## src/rtl/defines.sv

```systemverilog
// Shared width and integer-division macros for the drive-control blocks.
// Latency: none, text macros only.
// Backpressure: not applicable.
`ifndef DEFINES_SV
`define DEFINES_SV

// Bits needed to hold every value from 0 up to and including x.
`define WIDTH(x) ($clog2((x) + 1))

// Integer division; truncates toward zero, as the generator block does.
`define DIV(a, b) ((a) / (b))

`endif

```

## src/rtl/drsstc_pkg.sv

```systemverilog
// Shared types and helpers for the DRSSTC timing blocks.
// Latency: none, package only.
// Backpressure: not applicable.
package drsstc_pkg;

    // Period-meter FSM: IDLE waits for a reference edge, MEASURE counts since the last edge.
    typedef enum logic {
        ST_IDLE    = 1'b0,
        ST_MEASURE = 1'b1
    } meas_state_e;

    // Lock qualification defaults.
    localparam int unsigned LOCK_COUNT_DEF = 4;
    localparam int unsigned TOLERANCE_DEF  = 2;

    // Absolute difference between two output codes.
    function automatic int unsigned code_delta(input int unsigned a, input int unsigned b);
        return (a > b) ? (a - b) : (b - a);
    endfunction

endpackage

```

## src/rtl/sync_edge.sv

```systemverilog
// Two-flop synchronizer for an asynchronous input plus a both-edge detector.
// Latency: an input transition shows up as edge_o two to three clk cycles later.
// Backpressure: none; edge_o is a free-running one-cycle pulse.
// Ports: clk/rst (sync, active-high), async_i (asynchronous level), edge_o (one-cycle pulse per transition).
module sync_edge (
    input  logic clk,
    input  logic rst,
    input  logic async_i,
    output logic edge_o
);

    logic meta_q;
    logic sync_q;
    logic hist_q;

    always_ff @(posedge clk) begin
        if (rst) begin
            meta_q <= 1'b0;
            sync_q <= 1'b0;
            hist_q <= 1'b0;
        end else begin
            meta_q <= async_i;
            sync_q <= meta_q;
            hist_q <= sync_q;
        end
    end

    // Any difference between the synchronized level and its previous value is an edge.
    assign edge_o = sync_q ^ hist_q;

endmodule

```

## src/rtl/period_meter.sv

```systemverilog
// Measures the half-period of a square-wave feedback signal and converts it to a generator code.
// Latency: code/valid/err_* update one clk after the detected edge (or after the timeout).
// Backpressure: none; outputs are one-cycle strobes with code held between updates.
// Ports: clk, rst (sync, active-high), sig (async feedback), code (half-period code),
//        valid (code updated), locked (stable frequency), err_fast / err_slow (range error strobes).
`include "defines.sv"

module period_meter
    import drsstc_pkg::*;
#(
    parameter int unsigned CLK_MHZ       = 100,
    parameter int unsigned FREQ_KHZ_MIN  = 100,
    parameter int unsigned FREQ_KHZ_MAX  = 400,
    parameter int unsigned GEN_PARAMETER = 255,
    parameter int unsigned LOCK_COUNT    = LOCK_COUNT_DEF,
    parameter int unsigned TOLERANCE     = TOLERANCE_DEF
) (
    input  logic                              clk,
    input  logic                              rst,
    input  logic                              sig,
    output logic [`WIDTH(GEN_PARAMETER)-1:0]  code,
    output logic                              valid,
    output logic                              locked,
    output logic                              err_fast,
    output logic                              err_slow
);

    localparam int unsigned CNT_MIN = `DIV(500 * CLK_MHZ, FREQ_KHZ_MAX);
    localparam int unsigned CNT_MAX = `DIV(500 * CLK_MHZ, FREQ_KHZ_MIN);
    localparam int unsigned CW      = $clog2(CNT_MAX + 2);
    localparam int unsigned W       = `WIDTH(GEN_PARAMETER);
    localparam int unsigned MW      = $clog2(LOCK_COUNT + 1);

    logic           edge_pulse;
    meas_state_e    state_q;
    logic [CW-1:0]  cnt_q;
    logic [CW-1:0]  cnt_d;
    logic [MW-1:0]  match_q;
    logic [MW-1:0]  match_d;
    logic [W-1:0]   code_q;
    logic [W-1:0]   code_d;
    logic           valid_q;
    logic           locked_q;
    logic           fast_q;
    logic           slow_q;
    logic           too_fast;
    logic           timeout;
    logic           in_tol;

    sync_edge u_sync_edge (
        .clk     (clk),
        .rst     (rst),
        .async_i (sig),
        .edge_o  (edge_pulse)
    );

    always_comb begin
        too_fast = 32'(cnt_q) < CNT_MIN;
        timeout  = cnt_q == CW'(CNT_MAX + 1);

        // Half-periods beyond the code range clamp to full scale.
        if (32'(cnt_q) >= CNT_MIN + GEN_PARAMETER) begin
            code_d = W'(GEN_PARAMETER);
        end else begin
            code_d = W'(32'(cnt_q) - CNT_MIN);
        end

        // After an error or reset match_q is 0, so an increment and a restart both give 1;
        // that is why no separate "previous code exists" flag is kept.
        in_tol = code_delta(32'(code_d), 32'(code_q)) <= TOLERANCE;
        if (!in_tol) begin
            match_d = MW'(1);
        end else if (match_q >= MW'(LOCK_COUNT)) begin
            match_d = match_q;
        end else begin
            match_d = match_q + MW'(1);
        end

        cnt_d = timeout ? cnt_q : cnt_q + CW'(1);
    end

    always_ff @(posedge clk) begin
        if (rst) begin
            state_q  <= ST_IDLE;
            cnt_q    <= '0;
            match_q  <= '0;
            code_q   <= '0;
            valid_q  <= 1'b0;
            locked_q <= 1'b0;
            fast_q   <= 1'b0;
            slow_q   <= 1'b0;
        end else begin
            valid_q <= 1'b0;
            fast_q  <= 1'b0;
            slow_q  <= 1'b0;
            case (state_q)
                ST_IDLE: begin
                    if (edge_pulse) begin
                        cnt_q   <= CW'(1);
                        state_q <= ST_MEASURE;
                    end
                end
                ST_MEASURE: begin
                    // Edge is checked first so a coincident timeout is ignored.
                    if (edge_pulse) begin
                        cnt_q <= CW'(1);
                        if (too_fast) begin
                            fast_q   <= 1'b1;
                            match_q  <= '0;
                            locked_q <= 1'b0;
                        end else begin
                            valid_q  <= 1'b1;
                            code_q   <= code_d;
                            match_q  <= match_d;
                            locked_q <= match_d == MW'(LOCK_COUNT);
                        end
                    end else if (timeout) begin
                        slow_q   <= 1'b1;
                        match_q  <= '0;
                        locked_q <= 1'b0;
                        state_q  <= ST_IDLE;
                    end else begin
                        cnt_q <= cnt_d;
                    end
                end
                default: state_q <= ST_IDLE;
            endcase
        end
    end

    assign code     = code_q;
    assign valid    = valid_q;
    assign locked   = locked_q;
    assign err_fast = fast_q;
    assign err_slow = slow_q;

endmodule

```

## config.mk

```make
export PLATFORM = sky130hd
export DESIGN_NAME = period_meter
export DESIGN_NICKNAME = d
export VERILOG_FILES = /design/src/rtl/drsstc_pkg.sv /design/src/rtl/sync_edge.sv /design/src/rtl/period_meter.sv
export VERILOG_INCLUDE_DIRS = /design/src /design/src/rtl
export SDC_FILE = /design/constraint.sdc
export NUM_CORES = 1
export LEC_CHECK = 0
export CORE_UTILIZATION = 40
export CTS_CLUSTER_DIAMETER = 100
export DETAILED_ROUTE_END_ITERATION = 12
export SYNTH_ARGS = -nofsm -noshare
export SYNTH_HDL_FRONTEND = slang
export SYNTH_SLANG_ARGS = --single-unit
```

## constraint.sdc

```tcl
create_clock -name clk -period 4.7 [get_ports clk]
set_input_delay 0.94 -clock clk [delete_from_list [all_inputs] [get_ports clk]]
set_output_delay 0.94 -clock clk [all_outputs]
set_load 0.05 [all_outputs]
```

After elaboration in Yosys (flattened, before gate mapping). Index checks and enable logic that the tools add are counted.

Register bits: 28. Latch bits: 0. Memory bits (writable): 0. ROM bits: 0. Input bits: 3. Output and inout bits: 12. Word-level logic and storage cells: 56. Memories kept: 0.

Add/sub/neg operators: 5. $mul: 0. Div/mod/pow operators: 0. $lt $le $gt $ge: 5. Equal/unequal tests: 4. Shift operators: 0. Multiplexer cells: 21. Bitwise logic cells: 4. Reduce and logical (&&, ||, !) cells: 6.

Operators with widths (number): <= comparator 32 x 2 -> 1 bit (second input constant) (1); 2-to-1 mux 32 bit (1); 2-to-1 mux 9 bit (3); case mux 9 bit (2 select lines) (1); subtractor 8 x 8 -> 9 bit (2); 2-to-1 mux 3 bit (5); adder 9 x 1 -> 9 bit (second input constant) (1); == test 9 bit (second input constant) (1); >= comparator 9 bit (second input constant) (1); less-than comparator 9 x 7 -> 1 bit (second input constant) (1); 2-to-1 mux 1 bit (9); > comparator 8 bit (1); 2-to-1 mux 8 bit (1); subtractor 8 x 7 -> 8 bit (second input constant) (1); OR reduction 3 bit (2); AND reduction 2 bit (2); adder 3 x 1 -> 3 bit (second input constant) (1); == test 3 bit (second input constant) (1); >= comparator 3 bit (second input constant) (1); != test 3 bit (second input constant) (1); inverter 1 bit (3); AND reduction 3 bit (1); != test 2 bit (second input constant) (1); case mux 1 bit (2 select lines) (1); other kinds (2) (2).

Logic depth before layout (Yosys ltp). Gate-level depths: netlist of the first run.

Word-level depth: 9. Gate-level depth with buffers: 17. Depth with buffers taken out: 16.

Modules after synthesis. A second synthesis of the first run with hierarchy kept.

Cell total of the unflattened synthesis: 284. Area, all modules: 2229.6 µm².

By module, submodules not included: period_meter (instances 1, cells each 277, area each 2142.1 µm², sequential area each 500.5 µm²); sync_edge (instances 1, cells each 7, area each 87.6 µm², sequential area each 60.1 µm²).

Worst setup path before layout of the first run. No wires, ideal clock.

Path type: reg2reg. From: reg cnt_q[2]. To: reg match_q[0]. Library setup time: 0.114 ns. Arrival time: 3.425 ns. Data required time: 4.586 ns. Slack: 1.161 ns. Cell stages (with the launch flop): 17. Buffers on the path: 1. Clock period less this slack: 3.539 ns. Path through: dfxtp_1 > buf_2 > and3_1 > and3_1 > o21ai_0 > and2_1 > ha_1 > inv_1 > fa_1 > xnor2_1 > o21ai_0 > a211o_1 > a2111oi_2 > nand3_1 > o22ai_2 > o21ai_0 > a21o_1.

Longest elaborated chain between the ends: 8. Elaborated cells between the ends (all ways): 15. Those cells by class: 3 x add/sub; 4 x order compare; 1 x eq/ne; 5 x mux; 2 x reduce/logical.

RTL lines: start: declaration (RTL line period_meter.sv:36) `logic [CW-1:0] cnt_q;`; start signal: assignment (RTL line period_meter.sv:123) `cnt_q <= cnt_d;`; subtractor 8 x 7 -> 8 bit or >= comparator 9 bit (tied branches) (RTL line period_meter.sv:65, period_meter.sv:62); 2-to-1 mux 8 bit (RTL line period_meter.sv:62) `if (32'(cnt_q) >= CNT_MIN + GEN_PARAMETER) begin`; subtractor 8 x 8 -> 9 bit or > comparator 8 bit (tied branches) (RTL line drsstc_pkg.sv:18) `return (a > b) ? (a - b) : (b - a);`; 2-to-1 mux 32 bit (RTL line drsstc_pkg.sv:18); <= comparator 32 x 2 -> 1 bit (RTL line period_meter.sv:70) `in_tol = code_delta(32'(code_d), 32'(code_q)) <= TOLERANCE;`; 2-to-1 mux 3 bit (RTL line period_meter.sv:71) `if (!in_tol) begin`; 2-to-1 mux 3 bit (RTL line period_meter.sv:107) `if (too_fast) begin`; 2-to-1 mux 3 bit (RTL line period_meter.sv:105) `if (edge_pulse) begin`; end signal: assignment (RTL line period_meter.sv:114) `match_q <= match_d;`; end: declaration (RTL line period_meter.sv:38) `logic [MW-1:0] match_q;`.

Several ways; a longest one is shown, not always the timed one. A chain may end at the register's enable or synchronous reset.

Worst setup path in the final report of the first run. Same ends and word-level chain as after synthesis.

==> flow_summary.toml, run 1 <==
[logic_synthesis]
ys_ff_latch = 28
synth_cell_types = 47
synthCells = 270
async_flop_share = 0
synth_top_family_by_area = "compound AO/OA/AOI/OAI gates"
synth-adder-area-share = 0.1408
synth_xor_xnor_area_share = 0.08144
synth_compound_area_frac = 0.2170
synth_simple_gate_area_frac = 0.2118
synthesis.nets = 296
avgSynthCellArea_sq_um = 7.966
synth-edff-count = 0
ys_seq_area_frac = 0.2606
synth_flop_cell = "dfxtp_1"
muxShareOfSynthArea = 0.004654
syn_area_sq_um = 2151
ys_warn_count = 0

[hold_path]
hold_start = "u_sync_edge.meta_q$_SDFF_PP0_"
hold_class = "flip-flop to flip-flop"
min_to = "u_sync_edge.sync_q$_SDFF_PP0_"
whs_path_depth = 1

[die]
die_area_sq_um = 5675
core_sq_um = 5140
die_width_microns = 75.33
num_rows = 26
top_level_ports = 15
initial_core_util = 0.4185
die_h_microns = 75.33

[cells_and_area]
final_cell_mix = "nor2_1, dfxtp_1, inv_1, ha_1"
areaGrowthSynthToFinish_pct = 10.59
drive_above_1_share = 0.03971
final_common_cell = "nor2_1"
nets = 304
n_antenna_cell = 0
fillerInstances = 557
stdcell_count = 347

[detailed_routing]
drtIter0Drc = 85
drtPass1Iterations = 4
wl_per_cell_microns = 12.69
vias_per_cell = 5.199
ant_nets = 0
vias = 1804
routed_wl_microns = 4402
drc_errors = 0

[outcome]
status = "completed"

[critical_path]
path_class = "flip-flop to flip-flop"
r2r-start = "cnt_q[2]$_SDFFE_PP0P_"
cp.arrival_ps = 4140
slowest_delay_ps = 470
crit_chain = "and3_1, and3_1, o21ai_0, and2_1, ha_1, inv_1, fa_1, xnor2_1, o21ai_0, a211o_1, a2111oi_2, nand3_1, o22ai_2, o21ai_0, a21o_1"
cp-start-kind = "flip-flop"
ff2ff_path_depth = 15
worstPathMaxFanout = 7
worstPathRequired_ps = 4880
path_common_cell = "o21ai_0"
slowest_stage = "o21ai_0"
rr_endpoint = "match_q[0]$_SDFFE_PP0P_"
cp-end-kind = "flip-flop"
rrSetupSlack_ps = 750

[place]
gp_congestion = 0.8646
placedCellCount = 343
dp_hpwl_microns = 3514
io_buffers = 14

[timing]
finalHoldViolations = 0
fmax_ghz = 0.2530
finalSetupViolCount = 0
relSlewSlack = 0.4908
drv_slew = 0
tns_ps = 0
rsz0062_at_grt = "no"
min_period_over_period = 0.8411
finalCriticalPeriod_ps = 3953
skew_ps = 5.408
tightest_slew_ps = 761.5

[power]
swShare = 0.2522
p_leak_nw = 0.9342
worst_ir_drop_vdd_v = 0.0001525
clkPwrFrac = 0.360
finalPower_uw = 532.4
p_per_area_nw_per_um2 = 223.8
power_frac_comb = 0.182
p_int_uw = 398.2
switchingPower_uw = 134.3
pwr-share-seq = 0.458

[clocking]
clk_pin_slew_worst_paths_ps = 100
cts_root_buf = "clkbuf_8"
clkSinkCount = 28
cts_resized = 0
clk_latency_ps = 280
cts_inserted_buffers = 3
htreeDepth = 1
tritoncts = "done"
cts_hold_buf = 0
post_cts_buffers = 0
clockBufferDepth = 2

[global_routing]
antenna_found_initial = 0
grt_start_max_net_pins = 22
gr-usage-all-layers = 0.1692
grt_pass1_vias = 1654
grt_pass1_wl_microns = 7465
overflow = 0

[run]
maxCapViolCount = 0
## routing by layer
metal / track usage / up-vias / share of wire
met5: 0 / - / 0
met4: 0.04938 / 0 / 0.012
met3: 0.01587 / 5 / 0.020
met2: 0.2808 / 22 / 0.47
met1: 0.2338 / 832 / 0.50
li1: - / 945 / -
## sequential cells by signal, summed over array words and instances (netlist names)
signal	cells
err_fast	1
locked	1
u_sync_edge.hist_q	1
code	8
match_q	3
err_slow	1
state_q	1
u_sync_edge.meta_q	1
valid	1
cnt_q	9
u_sync_edge.sync_q	1
## power groups by stage
stage,Clock [mW],Sequential (mW),Combinational (mW)
floorplan,0,0.249,0.0811
global placement,0,0.250,0.0965
detailed placement,0,0.250,0.0976
CTS,0.196,0.244,0.0981
global route,0.203,0.245,0.110
finish,0.191,0.244,0.0970
## kinds of logic (layout without fill, tap and decap cells)
group	after synthesis	after routing
buffers and inverters	39	46
AND/OR/NAND/NOR	93	93
adder cells (fa/ha/maj)	23	23
flip-flops	28	28
multiplexers	1	1
AO/OA/AOI/OAI	66	66
XOR/XNOR	20	20
## synthesized netlist by cell type (all sizes together) (2+ instances only)
cell | number | area [sq um]
nand2b | 2 | 12.51
nor3 | 4 | 20.02
and2 | 3 | 18.77
xnor2 | 11 | 96.34
o21ai | 17 | 85.08
nor2b | 5 | 31.28
nor2 | 35 | 136.4
nand3 | 8 | 40.04
or3 | 3 | 18.77
a21o | 5 | 37.54
o21a | 3 | 22.52
and3 | 9 | 56.30
fa | 2 | 40.04
dfxtp | 28 | 560.5
nand4 | 2 | 12.51
clkbuf | 4 | 15.01
ha | 21 | 262.8
nand4b | 2 | 17.52
nor4b | 2 | 17.52
a2111oi | 2 | 23.77
o211ai | 3 | 22.52
a211oi | 13 | 97.59
inv | 27 | 101.4
a21oi | 10 | 50.05
nand2 | 16 | 60.06
a211o | 2 | 17.52
xor2 | 9 | 78.83
buf | 8 | 63.80
## cell type report
class,count,area (sq um),area share
clock buffer,3,41.29,0.01736
clock inverter,1,30.03,0.01262
inverter,27,101.3,0.04261
multi-input combinational,203,1410,0.5928
sequential,28,560.5,0.2357
tap,70,87.58,0.03682
timing repair buffer,15,147.6,0.06207
## per-stage QoR
| step | util | cell area, sq um | setup slack [ps] | hold slack, ps |
|---|---|---|---|---|
| after CTS | 0.4628 | 2379 | 751.6 | 454.8 |
| after global routing | 0.4628 | 2379 | 425.6 | 481.7 |
| final | 0.4628 | 2379 | 746.8 | 451.6 |
| after global placement | 0.4489 | 2307 | 855.1 | 431.7 |
| after detailed placement | 0.4489 | 2307 | 765.6 | 429.1 |
| after floorplan | - | 2151 | 1161 | 413.8 |
## worst max-delay path, delay by kind of cell (launching register included)
family	cells	cell delay, ps
AOI/OAI and AO/OA	7	1780
and+or+nand+nor	4	850
adders and majority gates	2	600
DFF	1	390
xor gates and xnor gates	1	160
buffers and inverters	1	50
## worst max path at each step
stage | startpoint | to | slack, ps | cells after the start
after floorplan | cnt_q[2]$_SDFFE_PP0P_ | match_q[0]$_SDFFE_PP0P_ | 1160 | 16
after global placement | cnt_q[2]$_SDFFE_PP0P_ | match_q[0]$_SDFFE_PP0P_ | 860 | 15
after detailed placement | cnt_q[2]$_SDFFE_PP0P_ | match_q[0]$_SDFFE_PP0P_ | 770 | 15
after CTS | cnt_q[2]$_SDFFE_PP0P_ | match_q[0]$_SDFFE_PP0P_ | 750 | 15
after global routing | cnt_q[2]$_SDFFE_PP0P_ | match_q[0]$_SDFFE_PP0P_ | 430 | 15
final | cnt_q[2]$_SDFFE_PP0P_ | match_q[0]$_SDFFE_PP0P_ | 750 | 15
No activity file was read; power rests on OpenSTA's default activity.
==> run 2, diff against run 1 <==
==> constraint.sdc (replaced) <==
create_clock -name clk -period 3.5 [get_ports clk]
set_input_delay 0.7 -clock clk [delete_from_list [all_inputs] [get_ports clk]]
set_output_delay 0.7 -clock clk [all_outputs]
set_load 0.05 [all_outputs]
==> flow_summary.toml, run 2 (synthesis results as in run 1) <==
[critical_path]
worstPathRequired_ps = 3680
worstPathMaxFanout = 9
startpoint = "cnt_q[4]$_SDFFE_PP0P_"
rrSetupSlack_ps = 170
cp-end-kind = "flip-flop"
cp.arrival_ps = 3520
r2r-start = "cnt_q[4]$_SDFFE_PP0P_"
ff2ff_path_depth = 14
path_class = "flip-flop to flip-flop"
cp-start-kind = "flip-flop"
rr_endpoint = "match_q[0]$_SDFFE_PP0P_"

[global_routing]
gr-usage-all-layers = 0.1772
overflow = 0
grt_pass1_wl_microns = 7603
grt_pass1_vias = 1675
antenna_found_initial = 0
grt_start_max_net_pins = 22

[clocking]
cts_root_buf = "clkbuf_8"
clkSinkCount = 28
clk_pin_slew_worst_paths_ps = 100
htreeDepth = 1
cts_inserted_buffers = 3
tritoncts = "done"
clk_latency_ps = 280
clockBufferDepth = 2

[timing]
finalHoldViolations = 0
drv_slew = 0
finalSetupViolCount = 0
relSlewSlack = 0.4741
min_period_over_period = 0.9522
setup_slack_ps = 167.2
skew_ps = 3.851
finalCriticalPeriod_ps = 3333
tns_ps = 0
fmax_ghz = 0.3001
tightest_slew_ps = 786.4

[die]
core_sq_um = 5140
die_area_sq_um = 5675
initial_core_util = 0.4185
die_h_microns = 75.33
top_level_ports = 15
die_width_microns = 75.33
num_rows = 26

[cells_and_area]
areaGrowthSynthToFinish_pct = 20.07
n_antenna_cell = 0
final_cell_area_sq_um = 2582
final_common_cell = "nor2_1"
fillerInstances = 526
top_register = "cnt_q"
drive_above_1_share = 0.1404
nets = 319
final_cell_mix = "nor2_1, dfxtp_1, inv_1"
largest_register_ffs = 9
stdcell_count = 362
final_core_util = 0.5024

[place]
io_buffers = 14
gp_congestion = 0.9112
placedCellCount = 357
place_area_sq_um = 2412
dp_hpwl_microns = 3668
post-place-ws_ps = -6.481

[detailed_routing]
drtPass1Iterations = 4
wl_per_cell_microns = 13.20
vias = 1852
vias_per_cell = 5.116
routed_wl_microns = 4778
ant_nets = 0
drc_errors = 0
drtIter0Drc = 125

[hold_path]
whs_path_depth = 1
min_to = "u_sync_edge.sync_q$_SDFF_PP0_"
hold_class = "flip-flop to flip-flop"
hold_start = "u_sync_edge.meta_q$_SDFF_PP0_"

[outcome]
status = "completed"

[power]
p_per_area_nw_per_um2 = 284.7
worst_ir_drop_vdd_v = 0.0001646
p_leak_nw = 1.010

[run]
maxCapViolCount = 0
## run 2: worst max-delay path, stage by stage (launching register included)
cell	delay [ps]
dfxtp_1	320
and3_1	190
and3_4	200
o21ai_4	170
buf_4	140
nand2_1	80
ha_1	430
nand2_1	180
a211oi_1	290
o21ai_0	190
a2111oi_4	330
nand3_2	170
o22ai_4	220
o21ai_0	120
a21o_1	180
## run 2: worst max-delay path by stage
stage,slack [ps],end,depth (start not counted)
2_1_floorplan,90,match_q[0]$_SDFFE_PP0P_,16
3_3_place_gp,40,match_q[0]$_SDFFE_PP0P_,16
3_5_place_dp,-6,match_q[0]$_SDFFE_PP0P_,16
4_1_cts,30,match_q[0]$_SDFFE_PP0P_,16
5_1_grt,-30,match_q[1]$_SDFFE_PP0P_,14
6_report,170,match_q[0]$_SDFFE_PP0P_,14
## run 2: repair_timing
action,CTS,global route
buffers inserted,0,1
resized for setup,3,19
cloned,0,0
hold buffers,0,0
setup endpoints to repair,2,4
pin swaps,0,5
## run 2: where the power goes
group | switching [mW] | total (mW) | internal (mW)
Clock | 0.105 | 0.259 | 0.153
Combinational | 0.0836 | 0.152 | 0.0681
Sequential | 0.00225 | 0.325 | 0.323
Total | 0.191 | 0.735 | 0.544
## run 2: stage by stage
stage | hold WS [ps] | total power, mW
after floorplan | 413.8 | 0.4429
after CTS | 461.6 | 0.7244
after detailed placement | 445.4 | 0.4688
after global placement | 418.7 | 0.4677
after global routing | 469.2 | 0.7683
final | 457.7 | 0.7353
## run 2: final cells by class
class / instances / area [sq um] / area share
clock buffer: 3 / 41.29 / 0.01599
clock inverter: 1 / 30.03 / 0.01163
inverter: 27 / 101.3 / 0.03924
multi-input combinational: 203 / 1501 / 0.5814
sequential: 28 / 560.5 / 0.2171
tap: 70 / 87.58 / 0.03391
timing repair buffer: 30 / 260.3 / 0.1008
## run 2: routing by layer
metal	wire length, microns	vias to the layer above	GRT usage	part of all wire
met5	0	-	0	0
met4	61	0	0.05556	0.013
met3	87	5	0.01587	0.018
met2	2266	18	0.2887	0.47
met1	2361	855	0.2488	0.49
li1	-	974	-	-
